## config.mk

```make
export PLATFORM = sky130hd
export DESIGN_NAME = ring_mem_requester_flat
export DESIGN_NICKNAME = d
export VERILOG_FILES = /design/src/rtl/ring_mem_requester_if.sv /design/src/rtl/ring_mem_requester.sv /design/src/flat_wrapper.sv
export SDC_FILE = /design/constraint.sdc
export NUM_CORES = 1
export LEC_CHECK = 0
export ABC_AREA = 0
export CAP_MARGIN = 40
export CORE_MARGIN = 4
export CORE_UTILIZATION = 30
export DETAILED_ROUTE_END_ITERATION = 6
export SYNTH_ARGS = -nofsm -noshare
export SYNTH_HDL_FRONTEND = slang
export SYNTH_SLANG_ARGS = --single-unit
```

## constraint.sdc

```tcl
create_clock -name clock -period 3.4 [get_ports clock]
set_input_delay 0.34 -clock clock [delete_from_list [all_inputs] [get_ports clock]]
set_output_delay 0.34 -clock clock [all_outputs]
set_load 0.01 [all_outputs]
```

## src/rtl/ring_mem_requester_if.sv

```systemverilog
`default_nettype none
// ============================================================================
// Module   : ring_mem_requester_if
// Brief    : Ring slot, read-return and core request bundle for the requester.
// Revision : 1.0
// ============================================================================
interface ring_mem_requester_if;
    logic [31:0] RingIn;
    logic [3:0]  SlotTypeIn;
    logic [3:0]  SrcDestIn;
    logic [31:0] RingOut;
    logic [3:0]  SlotTypeOut;
    logic [3:0]  SrcDestOut;
    logic [31:0] RDreturn;
    logic [3:0]  RDdest;
    logic        reqValid;
    logic        reqReady;
    logic        reqRead;
    logic        reqInstr;
    logic [25:0] reqAddr;
    logic [2:0]  wrIndex;
    logic [31:0] wrWord;
    logic        rdValid;
    logic [2:0]  rdIndex;
    logic [31:0] rdWord;
    logic        done;
    logic        protoErr;

    // Node side
    modport slave (
        input  RingIn, SlotTypeIn, SrcDestIn, RDreturn, RDdest,
        input  reqValid, reqRead, reqInstr, reqAddr, wrWord,
        output RingOut, SlotTypeOut, SrcDestOut, reqReady, wrIndex,
        output rdValid, rdIndex, rdWord, done, protoErr
    );

    // Core / ring environment side
    modport master (
        output RingIn, SlotTypeIn, SrcDestIn, RDreturn, RDdest,
        output reqValid, reqRead, reqInstr, reqAddr, wrWord,
        input  RingOut, SlotTypeOut, SrcDestOut, reqReady, wrIndex,
        input  rdValid, rdIndex, rdWord, done, protoErr
    );
endinterface
`default_nettype wire

```

## src/rtl/ring_mem_requester.sv

```systemverilog
`default_nettype none
// ============================================================================
// Module   : ring_mem_requester
// Brief    : DDR ring node; joins the Token train with Address/WriteData slots.
// Revision : 1.0
// ============================================================================
module ring_mem_requester #(
    parameter logic [3:0] CORE_ID = 4'd1
) (
    input  wire logic             clock,
    input  wire logic             resetB,
    ring_mem_requester_if.slave   bus
);
    typedef enum logic [2:0] {
        S_IDLE  = 3'd0,
        S_ARMED = 3'd1,
        S_FWD   = 3'd2,
        S_INJ   = 3'd3,
        S_WRD   = 3'd4
    } state_t;

    state_t      r_state, w_state_nxt;
    logic [25:0] r_addr, w_addr_nxt;
    logic        r_read, w_read_nxt;
    logic        r_instr, w_instr_nxt;
    logic [3:0]  r_n, w_n_nxt;
    logic [7:0]  r_fwd_cnt, w_fwd_nxt;
    logic [3:0]  r_inj_cnt, w_inj_nxt;
    logic [2:0]  r_rd_cnt, w_rd_cnt_nxt;
    logic        r_hold_vld, w_hold_vld_nxt;
    logic [31:0] r_hold_data, w_hold_data_nxt;
    logic [3:0]  r_hold_type, w_hold_type_nxt;
    logic [3:0]  r_hold_sd, w_hold_sd_nxt;
    logic [31:0] r_ring_out, w_ring_nxt;
    logic [3:0]  r_type_out, w_type_nxt;
    logic [3:0]  r_sd_out, w_sd_nxt;
    logic        r_rd_valid, w_rd_valid_nxt;
    logic [2:0]  r_rd_index, w_rd_index_nxt;
    logic [31:0] r_rd_word, w_rd_word_nxt;
    logic        r_done, w_done_nxt;
    logic        r_proto_err, w_err_nxt;

    logic        w_in_empty, w_in_msg, w_in_token, w_rd_hit;
    logic [8:0]  w_sum;
    logic [3:0]  w_inj_m1;

    assign w_in_empty = (bus.SlotTypeIn == 4'd0) || (bus.SlotTypeIn == 4'd7);
    assign w_in_msg   = bus.SlotTypeIn[3];
    assign w_in_token = (bus.SlotTypeIn == 4'd1);
    assign w_rd_hit   = (bus.RDdest == CORE_ID);
    assign w_sum      = {1'b0, bus.RingIn[7:0]} + {5'b0, r_n};
    assign w_inj_m1   = r_inj_cnt - 4'd1;

    always_comb begin
        w_state_nxt     = r_state;
        w_addr_nxt      = r_addr;
        w_read_nxt      = r_read;
        w_instr_nxt     = r_instr;
        w_n_nxt         = r_n;
        w_fwd_nxt       = r_fwd_cnt;
        w_inj_nxt       = r_inj_cnt;
        w_rd_cnt_nxt    = r_rd_cnt;
        w_hold_vld_nxt  = r_hold_vld;
        w_hold_data_nxt = r_hold_data;
        w_hold_type_nxt = r_hold_type;
        w_hold_sd_nxt   = r_hold_sd;
        w_ring_nxt      = bus.RingIn;
        w_type_nxt      = bus.SlotTypeIn;
        w_sd_nxt        = bus.SrcDestIn;
        w_rd_valid_nxt  = 1'b0;
        w_rd_index_nxt  = r_rd_index;
        w_rd_word_nxt   = r_rd_word;
        w_done_nxt      = 1'b0;
        w_err_nxt       = r_proto_err;

        // A held Message goes out on the first cycle the downstream slot is free
        if (r_hold_vld && w_in_empty && (r_state != S_INJ)) begin
            w_ring_nxt     = r_hold_data;
            w_type_nxt     = r_hold_type;
            w_sd_nxt       = r_hold_sd;
            w_hold_vld_nxt = 1'b0;
        end

        if (w_rd_hit && (r_state != S_WRD)) begin
            w_err_nxt = 1'b1;
        end

        case (r_state)
            S_IDLE: begin
                if (bus.reqValid) begin
                    w_addr_nxt  = bus.reqAddr;
                    w_read_nxt  = bus.reqRead;
                    w_instr_nxt = bus.reqInstr;
                    w_n_nxt     = bus.reqRead ? 4'd1 : 4'd9;
                    w_state_nxt = S_ARMED;
                end
            end
            S_ARMED: begin
                // Joining is deferred while the 8-bit slot count would overflow
                if (w_in_token && !w_sum[8]) begin
                    w_ring_nxt  = {bus.RingIn[31:8], w_sum[7:0]};
                    w_fwd_nxt   = bus.RingIn[7:0];
                    w_inj_nxt   = 4'd0;
                    w_state_nxt = (bus.RingIn[7:0] != 8'd0) ? S_FWD : S_INJ;
                end
            end
            S_FWD: begin
                w_fwd_nxt = r_fwd_cnt - 8'd1;
                if (r_fwd_cnt == 8'd1) begin
                    w_state_nxt = S_INJ;
                end
            end
            S_INJ: begin
                w_sd_nxt = CORE_ID;
                if (!w_in_empty) begin
                    if (w_in_msg && !r_hold_vld) begin
                        w_hold_vld_nxt  = 1'b1;
                        w_hold_data_nxt = bus.RingIn;
                        w_hold_type_nxt = bus.SlotTypeIn;
                        w_hold_sd_nxt   = bus.SrcDestIn;
                    end else begin
                        w_err_nxt = 1'b1;
                    end
                end
                if (r_inj_cnt == 4'd0) begin
                    w_type_nxt = 4'd2;
                    w_ring_nxt = {2'b00, r_instr, r_read, 2'b00, r_addr};
                    if (r_read) begin
                        w_state_nxt = S_WRD;
                    end else begin
                        w_inj_nxt = 4'd1;
                    end
                end else begin
                    w_type_nxt = 4'd3;
                    w_ring_nxt = bus.wrWord;
                    if (r_inj_cnt == 4'd8) begin
                        w_inj_nxt   = 4'd0;
                        w_done_nxt  = 1'b1;
                        w_state_nxt = S_IDLE;
                    end else begin
                        w_inj_nxt = r_inj_cnt + 4'd1;
                    end
                end
            end
            S_WRD: begin
                if (w_rd_hit) begin
                    w_rd_valid_nxt = 1'b1;
                    w_rd_index_nxt = r_rd_cnt;
                    w_rd_word_nxt  = bus.RDreturn;
                    w_rd_cnt_nxt   = r_rd_cnt + 3'd1;
                    if (r_rd_cnt == 3'd7) begin
                        w_done_nxt  = 1'b1;
                        w_state_nxt = S_IDLE;
                    end
                end
            end
            default: w_state_nxt = S_IDLE;
        endcase
    end

    always_ff @(posedge clock or negedge resetB) begin
        if (!resetB) begin
            r_state     <= S_IDLE;
            r_addr      <= '0;
            r_read      <= 1'b0;
            r_instr     <= 1'b0;
            r_n         <= '0;
            r_fwd_cnt   <= '0;
            r_inj_cnt   <= '0;
            r_rd_cnt    <= '0;
            r_hold_vld  <= 1'b0;
            r_hold_data <= '0;
            r_hold_type <= '0;
            r_hold_sd   <= '0;
            r_ring_out  <= '0;
            r_type_out  <= '0;
            r_sd_out    <= '0;
            r_rd_valid  <= 1'b0;
            r_rd_index  <= '0;
            r_rd_word   <= '0;
            r_done      <= 1'b0;
            r_proto_err <= 1'b0;
        end else begin
            r_state     <= w_state_nxt;
            r_addr      <= w_addr_nxt;
            r_read      <= w_read_nxt;
            r_instr     <= w_instr_nxt;
            r_n         <= w_n_nxt;
            r_fwd_cnt   <= w_fwd_nxt;
            r_inj_cnt   <= w_inj_nxt;
            r_rd_cnt    <= w_rd_cnt_nxt;
            r_hold_vld  <= w_hold_vld_nxt;
            r_hold_data <= w_hold_data_nxt;
            r_hold_type <= w_hold_type_nxt;
            r_hold_sd   <= w_hold_sd_nxt;
            r_ring_out  <= w_ring_nxt;
            r_type_out  <= w_type_nxt;
            r_sd_out    <= w_sd_nxt;
            r_rd_valid  <= w_rd_valid_nxt;
            r_rd_index  <= w_rd_index_nxt;
            r_rd_word   <= w_rd_word_nxt;
            r_done      <= w_done_nxt;
            r_proto_err <= w_err_nxt;
        end
    end

    assign bus.RingOut     = r_ring_out;
    assign bus.SlotTypeOut = r_type_out;
    assign bus.SrcDestOut  = r_sd_out;
    assign bus.reqReady    = (r_state == S_IDLE);
    assign bus.wrIndex     = ((r_state == S_INJ) && (r_inj_cnt != 4'd0)) ? w_inj_m1[2:0] : 3'd0;
    assign bus.rdValid     = r_rd_valid;
    assign bus.rdIndex     = r_rd_index;
    assign bus.rdWord      = r_rd_word;
    assign bus.done        = r_done;
    assign bus.protoErr    = r_proto_err;
endmodule
`default_nettype wire

```

## src/flat_wrapper.sv

```systemverilog
// flat-port wrapper written by rule: the top's interface ports become plain ports
module ring_mem_requester_flat 
#(
    parameter logic [3:0] CORE_ID = 4'd1
)
  (clock, resetB, bus_RingIn, bus_SlotTypeIn, bus_SrcDestIn, bus_RDreturn, bus_RDdest, bus_reqValid, bus_reqRead, bus_reqInstr, bus_reqAddr, bus_wrWord, bus_RingOut, bus_SlotTypeOut, bus_SrcDestOut, bus_reqReady, bus_wrIndex, bus_rdValid, bus_rdIndex, bus_rdWord, bus_done, bus_protoErr);
  ring_mem_requester_if bus_i ();
  input  wire logic clock;
  input  wire logic resetB;
  input wire logic [$bits(bus_i.RingIn)-1:0] bus_RingIn;
  input wire logic [$bits(bus_i.SlotTypeIn)-1:0] bus_SlotTypeIn;
  input wire logic [$bits(bus_i.SrcDestIn)-1:0] bus_SrcDestIn;
  input wire logic [$bits(bus_i.RDreturn)-1:0] bus_RDreturn;
  input wire logic [$bits(bus_i.RDdest)-1:0] bus_RDdest;
  input wire logic [$bits(bus_i.reqValid)-1:0] bus_reqValid;
  input wire logic [$bits(bus_i.reqRead)-1:0] bus_reqRead;
  input wire logic [$bits(bus_i.reqInstr)-1:0] bus_reqInstr;
  input wire logic [$bits(bus_i.reqAddr)-1:0] bus_reqAddr;
  input wire logic [$bits(bus_i.wrWord)-1:0] bus_wrWord;
  output wire logic [$bits(bus_i.RingOut)-1:0] bus_RingOut;
  output wire logic [$bits(bus_i.SlotTypeOut)-1:0] bus_SlotTypeOut;
  output wire logic [$bits(bus_i.SrcDestOut)-1:0] bus_SrcDestOut;
  output wire logic [$bits(bus_i.reqReady)-1:0] bus_reqReady;
  output wire logic [$bits(bus_i.wrIndex)-1:0] bus_wrIndex;
  output wire logic [$bits(bus_i.rdValid)-1:0] bus_rdValid;
  output wire logic [$bits(bus_i.rdIndex)-1:0] bus_rdIndex;
  output wire logic [$bits(bus_i.rdWord)-1:0] bus_rdWord;
  output wire logic [$bits(bus_i.done)-1:0] bus_done;
  output wire logic [$bits(bus_i.protoErr)-1:0] bus_protoErr;
  assign bus_i.RingIn = bus_RingIn;
  assign bus_i.SlotTypeIn = bus_SlotTypeIn;
  assign bus_i.SrcDestIn = bus_SrcDestIn;
  assign bus_i.RDreturn = bus_RDreturn;
  assign bus_i.RDdest = bus_RDdest;
  assign bus_i.reqValid = bus_reqValid;
  assign bus_i.reqRead = bus_reqRead;
  assign bus_i.reqInstr = bus_reqInstr;
  assign bus_i.reqAddr = bus_reqAddr;
  assign bus_i.wrWord = bus_wrWord;
  assign bus_RingOut = bus_i.RingOut;
  assign bus_SlotTypeOut = bus_i.SlotTypeOut;
  assign bus_SrcDestOut = bus_i.SrcDestOut;
  assign bus_reqReady = bus_i.reqReady;
  assign bus_wrIndex = bus_i.wrIndex;
  assign bus_rdValid = bus_i.rdValid;
  assign bus_rdIndex = bus_i.rdIndex;
  assign bus_rdWord = bus_i.rdWord;
  assign bus_done = bus_i.done;
  assign bus_protoErr = bus_i.protoErr;
  ring_mem_requester #(.CORE_ID(CORE_ID)) u_core (.clock(clock), .resetB(resetB), .bus(bus_i));
endmodule
```

==> Flow_metrics.wiki <==
{| class="wikitable"
! Metric !! Value
|-
| Post-detailed-route DRC marker count || 0
|-
| Total of buffers placed on input and output ports || 220
|-
| Area inside the core boundary || 0.0243 mm^2
|-
| Number of gates resized after cts || 0
|-
| CP Buf/Inv Count || 2
|-
| Final-layout fill cell count || 2353
|-
| Global-route usage over all layers || 0.157
|-
| Highest metal layer with signal wires || met4
|-
| Area added between synthesis and finish || 42.8%
|-
| Total number of vias || 6080
|-
| Primary FF master, synth || sky130_fd_sc_hd__dfrtp_1
|-
| Via count of the first global-routing pass || 6083
|-
| Data arrival time of the critical path || 2.40 ns
|-
| Wire length after detailed routing || 21.6 mm
|-
| Portion of the clock cycle consumed by the worst path in the final layout || 0.807
|-
| Most common library cells after synthesis || sky130_fd_sc_hd__nand2_1, sky130_fd_sc_hd__dfrtp_1, sky130_fd_sc_hd__mux2_2, sky130_fd_sc_hd__a21oi_1, sky130_fd_sc_hd__a221o_1
|-
| Met3 wirelength from detailed routing || 1.86 mm
|-
| Number of enable flip-flop cells after synthesis || 0
|-
| Worst skew pair latency || 0.43 ns
|-
| Crit path required time || 3.06 ns
|-
| WHS || 0.276 ns
|-
| Total power per unit cell area || 747 mW/mm^2
|-
| Starting Density || 0.305
|-
| Post-DR wirelength/cell || 16.7 um
|-
| Worst setup slack after layout || 0.657 ns
|-
| Synth async-reset ratio || 1.00
|-
| Maximum number of pins on one net before global-route repair || 82
|-
| Highest ir drop seen on vdd || 0.421 mV
|-
| Number of DRC markers in iteration 0 || 327
|-
| Clock H-tree levels || 4
|-
| Largest cells by area after synthesis || sky130_fd_sc_hd__dfrtp_1, sky130_fd_sc_hd__nand2_1, sky130_fd_sc_hd__mux2_2
|-
| Highest Clock Rate || 0.365 GHz
|-
| # nets final || 1102
|-
| Longest individual stage delay on the worst path || 0.52 ns
|-
| Height of the chip || 165 um
|-
| Cell with the largest stage delay on the worst path || sky130_fd_sc_hd__or3b_2
|-
| Rel. slew slack || 0.550
|-
| Cell area after technology mapping || 0.00741 mm^2
|-
| Setup repair after global routing missed its margin || false
|-
| Clock Pin Slew Worst Setup and Hold Paths || 0.07 ns
|-
| Setup violators final || 0
|-
| CTS buffer count || 17
|-
| Drt first pass iters || 4
|-
| Cell count after synthesis || 741
|-
| Largest delay contributor family on the critical path || simple AND/OR/NAND/NOR gates
|-
| Initial antenna violation count || 0
|-
| Final estimated routing congestion in global placement || 0.816
|-
| Cell leakage power || 4.73 nW
|-
| Cells along the critical path || inv_1, ha_1, or3b_2, nand2_1, nor2_1, clkdlybuf4s50_1
|-
| Startpoint Class || register
|-
| Post-Route Utilization || 0.435
|-
| Most numerous cell in the Yosys netlist || sky130_fd_sc_hd__nand2_1
|-
| Net count after synthesis || 889
|-
| HPWL Detailed || 15.1 mm
|-
| Root buf cell || sky130_fd_sc_hd__clkbuf_16
|-
| Width of the chip || 165 um
|-
| Residual overflow from global routing || 0
|-
| I/O pin cnt || 221
|-
| Number of placement rows || 57
|-
| Post-synthesis sequential area ratio || 0.564
|-
| Yosys reg bits || 167
|-
| Setup TNS Final || 0 ns
|-
| Total routed wire length on the met1 layer || 9.75 mm
|-
| Maximum clock path buffer count || 2
|-
| Distinct cell type count of the synthesized netlist || 52
|-
| Final period demand of the worst path || 2.74 ns
|-
| Worst setup path category || register to output pin
|-
| Share of post-route cells with drive strength above 1 || 0.107
|-
| Wire length of the first global-routing pass || 33.4 mm
|-
| Layout Skew || 0.00872 ns
|-
| Max-capacitance violation count || 0
|-
| Pin slew with the least headroom to its limit || 0.671 ns
|-
| Via-to-Cell Ratio || 4.71
|-
| Clock tree sinks || 167
|-
| Pre-CTS setup slack || 0.520 ns
|-
| CTS tree || yes
|-
| Met2 WL || 9.77 mm
|-
| Final-report max-slew violation count || 0
|-
| Remaining antenna violation count || 0
|-
| Crit end category || output pin
|-
| DIE AREA || 0.0273 mm^2
|-
| Yosys synthesis warning count || 0
|-
| Mean post-synth cell area || 10.0 um^2
|-
| Run status || completed
|-
| Postcts setup bufs || 0
|-
| Cell type contributing the most total cell area after synthesis || sky130_fd_sc_hd__dfrtp_1
|-
| Largest fanout on the critical path || 6
|-
| Number of antenna diodes || 0
|-
| Final hold vios || 0
|-
| Yosys top cell area share || 0.564
|-
| Worst hold-check path type || input pin to asynchronous set/reset pin
|}
## what timing repair did
action                                  CTS  global route
endpoints found under the setup margin    0             0
hold endpoints to repair                 78             0
hold buffers                              1             0
## path summary, 6_finish.rpt
check	startpoint	end	slack [ns]	depth (start not counted)
worst max-delay path	u_core.r_inj_cnt[0]$_DFFE_PN0P_	bus_wrIndex[0]	0.66	6
worst min-delay path	resetB	u_core.r_hold_data[20]$_DFFE_PN0P_	0.28	2
worst max register to register	u_core.r_n[0]$_DFFE_PN0P_	u_core.bus.RingOut[12]$_DFF_PN0_	1.06	8
worst min register to register	u_core.bus.rdWord[27]$_DFFE_PN0P_	u_core.bus.rdWord[27]$_DFFE_PN0P_	0.48	2
max in group asynchronous	resetB	u_core.bus.rdIndex[0]$_DFFE_PN0P_	2.19	4
min in group clock	bus_RDreturn[19]	u_core.bus.rdWord[19]$_DFFE_PN0P_	0.43	3
## layout make-up
cell class | count | area (um^2) | share of cell area
sequential | 167 | 4180 | 0.395
multi-input combinational | 518 | 2990 | 0.283
timing repair buffer | 239 | 2380 | 0.225
clock buffer | 17 | 425 | 0.0402
tap | 324 | 405 | 0.0383
clock inverter | 15 | 158 | 0.0149
inverter | 11 | 41.3 | 0.00390
## metal layers
| metal | vias to the layer above | GRT usage |
|---|---|---|
| li1 | 2936 | - |
| met1 | 2930 | 0.215 |
| met2 | 198 | 0.244 |
| met3 | 16 | 0.0472 |
| met4 | 0 | 0.0397 |
| met5 | - | 0 |
## worst reg2reg max path: cells and delay by family (launching register included)
family	cells	cell delay, ns
flip-flops	1	0.39
AND/OR/NAND/NOR	1	0.05
buffers and inverters	1	0.23
adder cells (fa/ha/maj)	2	0.44
AO/OA/AOI/OAI	4	1.11
## cells by family after synthesis
logic type,after synthesis,share of synthesized area
buffers and inverters,56,0.0336
multiplexers,57,0.0838
AND/OR/NAND/NOR,341,0.195
flip-flops,167,0.564
XOR/XNOR,7,0.00828
adder cells (fa/ha/maj),9,0.0152
AO/OA/AOI/OAI,104,0.100
## registers in the layout, indices dropped and copies added, names as in the netlist, 8 cells and up
register and cells:
u_core.bus.rdWord 32, u_core.r_hold_data 32, u_core.r_fwd_cnt 8, u_core.r_addr 26, u_core.bus.RingOut 32
## cells in the final DEF (no fill, tap or decap), drive strengths merged, types with 4 or more instances in the layout
cell type,n
inv,19
nand2,271
nand2b,4
clkbuf,17
a221o,25
ha,9
mux2,40
clkinv,4
mux2i,17
nor2,24
xnor2,5
o22ai,5
clkdlybuf4s50,219
nand3,12
buf,19
nor3,5
a21oi,35
o221ai,8
and3,5
nand4,4
a31oi,6
o21ai,12
dfrtp,167
## per-stage QoR
stage	cells	area (um^2)	power (W)
2_1_floorplan	741	7410	0.00476
3_5_place_dp	1258	9990	0.00604
3_3_place_gp	1257	9960	0.00599
6_report	1291	10600	0.00790
4_1_cts	1291	10600	0.00800
5_1_grt	1291	10600	0.00844
## power by group
group	total (W)	leakage (nW)	switching, W	internal (W)
Sequential	0.00315	2.08	0.000441	0.00271
Combinational	0.00283	2.37	0.00142	0.00141
Clock	0.00193	0.277	0.000944	0.000984
Note: power is estimated with default switching activity, not from simulation.
